==> config.mk <==
export PLATFORM = sky130hd
export DESIGN_NAME = button_event_decoder
export DESIGN_NICKNAME = d
export VERILOG_FILES = /design/src/rtl/button_event_decoder.sv
export SDC_FILE = /design/constraint.sdc
export NUM_CORES = 1
export LEC_CHECK = 0
export BUFFER_PORTS_ARGS = -buffer_cell sky130_fd_sc_hd__buf_2
export CAP_MARGIN = 20
export CORE_MARGIN = 5
export CORE_UTILIZATION = 43
export CTS_CLUSTER_SIZE = 24
export DETAILED_ROUTE_END_ITERATION = 10
export RECOVER_POWER = 100
export SETUP_SLACK_MARGIN = 0.02
export SYNTH_ARGS = -nofsm -noshare
export SYNTH_HDL_FRONTEND = slang
export SYNTH_SLANG_ARGS = --single-unit
export TNS_END_PERCENT = 1
==> constraint.sdc <==
create_clock -name clk -period 2.6 [get_ports clk]
set_input_delay 0.52 -clock clk [delete_from_list [all_inputs] [get_ports clk]]
set_output_delay 0.52 -clock clk [all_outputs]
set_load 0.01 [all_outputs]
==> src/rtl/button_event_decoder.sv <==
// button_event_decoder: turns a debounced button level into press/release/long/repeat/double-click pulses
//   clk           system clock
//   rst           asynchronous active-low reset
//   clean         debounced button level, 1 = pressed
//   press         one-cycle pulse on a press
//   release_pulse one-cycle pulse on a release
//   long_press    one-cycle pulse when the hold reaches LONG_CYCLES
//   repeat_pulse  one-cycle pulse every REPEAT_CYCLES while held after a long press
//   held          level, high while pressed
//   double_click  one-cycle pulse on the second press of a double click (0 unless DOUBLE_CLICK_EN)
// Optional feature macro: DOUBLE_CLICK_EN
module button_event_decoder #(
  parameter int CNT_W         = 27,
  parameter int LONG_CYCLES   = 100_000_000,
  parameter int REPEAT_CYCLES = 20_000_000,
  parameter int DCLICK_CYCLES = 30_000_000
) (
  input  logic clk,
  input  logic rst,
  input  logic clean,
  output logic press,
  output logic release_pulse,
  output logic long_press,
  output logic repeat_pulse,
  output logic held,
  output logic double_click
);
`ifdef DOUBLE_CLICK_EN
  typedef enum logic [2:0] {LOCKOUT, IDLE, PRESSED, LONG_HELD, GAP} state_t;
  localparam logic [CNT_W-1:0] DCLICK_LAST = CNT_W'(DCLICK_CYCLES - 1);
  logic second, second_d, dclick_d;
`else
  typedef enum logic [1:0] {LOCKOUT, IDLE, PRESSED, LONG_HELD} state_t;
`endif
  localparam logic [CNT_W-1:0] LONG_LAST = CNT_W'(LONG_CYCLES - 1);
  localparam logic [CNT_W-1:0] REP_LAST  = CNT_W'(REPEAT_CYCLES == 0 ? 0 : REPEAT_CYCLES - 1);
  state_t state, state_d;
  logic [CNT_W-1:0] count, count_d;
  logic press_d, release_d, long_d, repeat_d, held_d;
  always_comb begin
    state_d   = state;
    count_d   = count;
    press_d   = 1'b0;
    release_d = 1'b0;
    long_d    = 1'b0;
    repeat_d  = 1'b0;
`ifdef DOUBLE_CLICK_EN
    second_d  = second;
    dclick_d  = 1'b0;
`endif
    case (state)
      LOCKOUT: if (!clean) state_d = IDLE;
      IDLE: if (clean) begin
        press_d = 1'b1;
        count_d = '0;
        state_d = PRESSED;
`ifdef DOUBLE_CLICK_EN
        second_d = 1'b0;
`endif
      end
      PRESSED: if (!clean) begin
        // release takes priority over a threshold reached on the same edge
        release_d = 1'b1;
        count_d   = '0;
`ifdef DOUBLE_CLICK_EN
        state_d   = second ? IDLE : GAP;
`else
        state_d   = IDLE;
`endif
      end else if (count == LONG_LAST) begin
        long_d  = 1'b1;
        count_d = '0;
        state_d = LONG_HELD;
      end else count_d = count + 1'b1;
      LONG_HELD: if (!clean) begin
        release_d = 1'b1;
        count_d   = '0;
        state_d   = IDLE;
      end else if (REPEAT_CYCLES != 0) begin
        repeat_d = count == REP_LAST;
        count_d  = count == REP_LAST ? '0 : count + 1'b1;
      end
`ifdef DOUBLE_CLICK_EN
      GAP: if (clean) begin
        // a press landing on the final gap cycle is too late to count as a double click
        press_d  = 1'b1;
        dclick_d = count != DCLICK_LAST;
        second_d = count != DCLICK_LAST;
        count_d  = '0;
        state_d  = PRESSED;
      end else if (count == DCLICK_LAST) begin
        count_d = '0;
        state_d = IDLE;
      end else count_d = count + 1'b1;
`endif
      default: state_d = LOCKOUT;
    endcase
    held_d = state_d == PRESSED || state_d == LONG_HELD;
  end
  always_ff @(posedge clk or negedge rst)
    if (!rst) begin
      state         <= LOCKOUT;
      count         <= '0;
      press         <= 1'b0;
      release_pulse <= 1'b0;
      long_press    <= 1'b0;
      repeat_pulse  <= 1'b0;
      held          <= 1'b0;
    end else begin
      state         <= state_d;
      count         <= count_d;
      press         <= press_d;
      release_pulse <= release_d;
      long_press    <= long_d;
      repeat_pulse  <= repeat_d;
      held          <= held_d;
    end
`ifdef DOUBLE_CLICK_EN
  always_ff @(posedge clk or negedge rst)
    if (!rst) begin
      second       <= 1'b0;
      double_click <= 1'b0;
    end else begin
      second       <= second_d;
      double_click <= dclick_d;
    end
`else
  assign double_click = 1'b0;
`endif
endmodule

; Word level (Yosys, flattened, before mapping)
; Cells that the tools add are included.
[word_totals]
mem_count = 0
mem_bits_rw = 0
output_inout_bits = 6
rom_bits = 0
register_bits = 34
latch_bits = 0
[op_classes]
div_mod_pow = 0
magnitude_cmp = 0
n_mul = 0
n_eq_ne = 8
add_sub_neg = 1
reduce_logical = 6
bitwise_logic = 0
muxes = 20
n_shift = 0
[ops]
columns = operator, count
row1 = $mux 27, 5
row2 = $pmux 27 s3, 1
row3 = $add 27x1->27 const B, 1
row4 = $eq 27x25->1 const B, 1
row5 = $eq 27x27->1 const B, 1
row6 = $mux 1, 9
row7 = $eq 2x2->1 const B, 4
row8 = $mux 2, 4
row9 = $pmux 2 s3, 1
row10 = $reduce_or 2->1, 2
row11 = $reduce_bool 3->1, 1
row12 = $eq 2x1->1 const B, 1
row13 = $logic_not 2->1, 1
row14 = $ne 2x2->1 const B, 1
row15 = $reduce_and 2->1, 1
row16 = $logic_or 1x1->1, 1

; Depth between registers and ports, before layout
[depth]
word_depth = 6
ltp_mapped = 8

; Worst setup path before layout
; No wires, ideal clock.
[synth_timing]
kind = register to register
start = register count[18]
end = register count[22]
t_arrival_ps = 2126
t_required_ps = 2481
slack_ps = 355
path_stages_with_launch = 8
setup_time_ps = 119
synth_period_minus_slack_ps = 2245
n_path_buf = 2
cell_sequence = dfrtp_1 or4_1 or4_4 o311ai_4 and3b_1 buf_6 buf_12 nor2_1
[synth_via]
elab_chain_len = 4
elab_cells_between_ends = 8
classes_between = add/sub (1) / eq/ne (2) / mux (5)
[synth_rtl]
columns = element, line
row1 = from (decl), 38  ; logic [CNT_W-1:0] count, count_d;
row2 = from (signal assigned), 111  ; count <= count_d;
row3 = "$add 27x1->27, or another cell as far along", "74, 81"
row4 = $mux 27 (on tied branches), "81, 70"
row5 = $mux 27 (on tied branches), "75, 61"
row6 = $pmux 27 s3 (*), 51  ; case (state)
; Mark *: on every way between the ends. The rest lies on a longest branch, timed or not.
; A chain may end at the register's enable or synchronous reset.

; Final worst setup path
[layout_timing]
start = register count[18]
end = register count[7]
[layout_via]
elab_chain_len = 4
elab_cells_between_ends = 7
classes_between = eq/ne (2) / mux (5)
[layout_rtl]
columns = element, line
row1 = $eq 27x25->1 / $eq 27x27->1 (equally long branches), "81, 70"
row2 = $mux 27 (on tied branches), "81, 70"
row3 = $mux 27 (on tied branches), "75, 61"
row4 = $pmux 27 s3 (*), 51
; Marks and branches as above.

==> impl_summary.md <==
Timing
The worst slack on hold paths is 548 ps. Setup repair after global routing left no endpoint under its margin. The worst pin sits at a relative slew slack of -22.5%.

The final worst-path cycle share is 91.9%. Summed over all failing endpoints, the final setup total negative slack is 0 ps. The total setup violations reported at the end of the flow is 0. Clock skew on the completed layout was measured at 5.26 ps. The pin slew with the least headroom to its limit is 1840 ps. The smallest clock period supported by the final layout is computed as 2390 ps. The final max-slew violation count was 35. The number of endpoints with negative hold slack in the final report is 0. Timing would allow up to 0.418 GHz.

Power
In this run the static leakage power is 0.874 nW. The clock network fraction of design power is 32.2%. In this run, the combinational gates consume 27.1% of the power.

The internal power is 1.01 mW. The switching power total is 474 uW. The maximum vdd drop is 0.434 mV. For this design the ratio of total power to cell area is 737 nW/um^2. In this run, flip-flops and latches consume 40.7% of the power. The switching power as a share of total power is 32.0%.

CTS
The clock tree synthesis step divided the H-tree into 2 levels. The count of hold-fix buffers inserted at cts is 0. The number of cells upsized or downsized after cts is 0.

The root buffer cell is sky130_fd_sc_hd__clkbuf_8. CTS saw 34 sinks. The insertion delay to the later sink of the worst-skew pair is 280 ps. After clock tree synthesis, the setup repair step added 0 buffers. The CTS tree is built. The number of clock buffers added by TritonCTS is 5. The maximum clock path buffer count is 2.

The clock transition at the registers of the reported paths is 70 ps.

Layout
The library cells used most frequently in the layout, excluding fill and tap cells, are sky130_fd_sc_hd__dfrtp_1 (34), sky130_fd_sc_hd__nor2_1 (27), sky130_fd_sc_hd__xor2_1 (16), sky130_fd_sc_hd__nand4_1 (12), sky130_fd_sc_hd__nand2_1 (12). The fraction of layout cells with a size suffix above 1 is 7.73%. The leading cell type in the layout, fill and taps excluded is sky130_fd_sc_hd__dfrtp_1.

The repair_antennas step left the layout with diodes totalling 0. The signed area change from the synthesized netlist to the final layout is 7.35%. The layout net count is 200. The core occupancy in the finished layout is 46.8%.

Critical path
The reg-to-reg critical path startpoint is count[18]$_DFFE_PN0P_. The critical path data required time is 2770 ps. For flop-to-flop paths, the worst setup slack is 210 ps. The critical path startpoint category is a register. The arrival time reported for the critical path endpoint is 2560 ps. By startpoint and endpoint, the worst setup path is classified as reg -> reg. In this run the worst path has a maximum fanout of 23. The critical register-to-register path endpoint is count[7]$_DFFE_PN0P_. The worst setup path is captured at a register. The number of cells traversed by the worst register-to-register path is 6.

Synth
The number of synthesized register bits is 34. Of all flip-flops after synthesis, the portion carrying an async set or reset was 100%. The multiplexer share of the synthesized area is 0.601%. After synthesis, the largest family of logic cells by area is simple AND/OR/NAND/NOR gates. Of the post-synthesis cell area, the dominant cell type holds 45.4%. Summing the areas of all and, or, nand and nor instances in the mapped netlist gives 28.3% of the synthesized area. The area fraction in compound gates after synthesis is 7.75%. The net count after synthesis is 192. The sequential element share of the synthesized area is 45.4%. The mapped cell area is 1870 um^2. Yosys printed 0 warnings. The synthesized instance count is 185. The count of flip-flops with a built-in enable after synthesis is 0. Ranked by total cell area, the synthesized netlist is headed by sky130_fd_sc_hd__dfrtp_1 (45%), sky130_fd_sc_hd__xor2_1 (7.5%), sky130_fd_sc_hd__nand4_1 (4.0%). The most used flip-flop cell after synthesis is sky130_fd_sc_hd__dfrtp_1. After synthesis, the netlist uses 44 different library cells. The mean instance size in the synthesized netlist is 10.1 um^2. After Yosys synthesis, full adders, half adders and majority gates account for 2.67% of the synthesized area. The cell accounting for the most synthesized area is sky130_fd_sc_hd__dfrtp_1. The share of the synthesized netlist area taken by xor and xnor gates is 10.8%.

Detailed routing
Wires add up to 3740 um. The average vias per placed instance is 5.59. The initial DRC count is 92. Once detail routing completed, the nets flagged for antenna violations numbered 0. The post-detailed-route wirelength per cell is 15.2 um. Detailed routing inserted a total of 1375 vias.

The post-detailed-route DRC marker count is 0. The first TritonRoute pass finished after 4 iterations.

Placed design
In this run the tool buffered the top-level ports with 7 buffer cells. The placer congestion estimate is 0.770. The HPWL after detailed placement is 2580 um.

Global route
The largest net degree at the start of global routing is 35. The global-route usage over all layers is 13.7%. The first global-routing pass estimated 6570 um of wire.

The initial antenna violation count came to 0. The via count of the first global-routing pass is 1385. The overall overflow remaining after global route is 0.

Worst hold path
For hold timing, the worst endpoint is count[1]$_DFFE_PN0P_. The path class of the tightest hold or removal check is reg -> reg. The startpoint identified for the worst hold timing path is count[1]$_DFFE_PN0P_.

The number of cells traversed by the worst hold path is 1.

Job
Max-cap violations in this run came to 1.

Floorplan
The overall die area is 5780 um^2. After floorplanning, the core was divided into 24 placement rows. From bottom edge to top edge, the die measures 76 um. 9 I/O pins were placed. After floorplanning, the core was sized to cover 4290 um^2. For this configuration, the core starts out at a cell density of 43.6%. The horizontal die dimension is 76 um.

Run status
The run finished, with violations left. The final reports fail on capacitance limit, slew limit.
==> area by class of cell <==
class | count | area, um^2
fill | 415 | 2280
multi-input combinational | 139 | 918
sequential | 34 | 851
clock buffer | 6 | 72.6
tap | 52 | 65.1
timing repair buffer | 8 | 47.5
clock inverter | 2 | 37.5
inverter | 5 | 18.8
==> metal layers <==
metal  track usage (%)  wire (um)  vias to the layer above
met3              3.66        117                        6
met4              4.45         46                        0
met2              21.2       1780                       18
met1              18.5       1790                      676
met5                 0          0                        -
li1                  -          -                      675
==> state kept, by name, indices dropped and copies added, names as in the netlist <==
register and flops:
state 2, repeat_pulse 1, long_press 1, release_pulse 1, press 1, count 27, held 1
==> power by group through the flow <==
| stage | registers, mW | logic (mW) | clock network (mW) |
|---|---|---|---|
| global route | 0.608 | 0.438 | 0.515 |
| floorplan | 0.614 | 0.370 | 0 |
| CTS | 0.602 | 0.430 | 0.489 |
| finish | 0.603 | 0.402 | 0.477 |
| detailed placement | 0.612 | 0.429 | 0 |
| global placement | 0.608 | 0.409 | 0 |
==> cells by family (layout without fill, tap and decap cells) <==
| logic type | Yosys count | after routing |
|---|---|---|
| AOI/OAI and AO/OA | 15 | 15 |
| xor gates and xnor gates | 23 | 23 |
| adders and majority gates | 4 | 4 |
| buffers and inverters | 12 | 21 |
| DFF | 34 | 34 |
| muxes | 1 | 1 |
| other | 1 | 1 |
| and+or+nand+nor | 95 | 95 |
==> stage by stage <==
step,worst slack (ps),cell area (um^2),power (mW),cells
3_3_place_gp,276,1930,1.02,238
4_1_cts,220,2040,1.52,246
2_1_floorplan,355,1870,0.984,185
6_report,210,2010,1.48,246
5_1_grt,119,2010,1.56,246
3_5_place_dp,240,1930,1.04,238
==> cell usage after synthesis, types with 3 or more instances <==
master                     count
sky130_fd_sc_hd__a21oi_1       4
sky130_fd_sc_hd__and2_1        3
sky130_fd_sc_hd__and3_1        7
sky130_fd_sc_hd__and4_1        3
sky130_fd_sc_hd__clkbuf_1      3
sky130_fd_sc_hd__dfrtp_1      34
sky130_fd_sc_hd__ha_1          4
sky130_fd_sc_hd__inv_1         5
sky130_fd_sc_hd__nand2_1      12
sky130_fd_sc_hd__nand3_1      10
sky130_fd_sc_hd__nand4_1      12
sky130_fd_sc_hd__nor2_1       19
sky130_fd_sc_hd__nor2_2        9
sky130_fd_sc_hd__nor4_1        5
sky130_fd_sc_hd__xnor2_1       7
sky130_fd_sc_hd__xor2_1       16
==> worst max-delay path, cell delays in order, from the launching register on <==
cell and delay, ps:
sky130_fd_sc_hd__dfrtp_1 410, sky130_fd_sc_hd__or4_1 520, sky130_fd_sc_hd__or4_1 540, sky130_fd_sc_hd__o311ai_4 300, sky130_fd_sc_hd__and3b_1 260, sky130_fd_sc_hd__buf_12 170
sky130_fd_sc_hd__nor2_1 70
==> how the worst max path moves through the flow <==
stage | slack [ps] | endpoint | depth (start not counted) | startpoint
final | 210 | count[7]$_DFFE_PN0P_ | 6 | count[18]$_DFFE_PN0P_
after detailed placement | 240 | count[7]$_DFFE_PN0P_ | 6 | count[18]$_DFFE_PN0P_
after CTS | 220 | count[7]$_DFFE_PN0P_ | 6 | count[18]$_DFFE_PN0P_
after floorplan | 360 | count[22]$_DFFE_PN0P_ | 7 | count[18]$_DFFE_PN0P_
after global placement | 280 | count[15]$_DFFE_PN0P_ | 6 | count[18]$_DFFE_PN0P_
after global routing | 120 | count[8]$_DFFE_PN0P_ | 6 | count[18]$_DFFE_PN0P_
No activity file was read; power rests on OpenSTA's default activity.
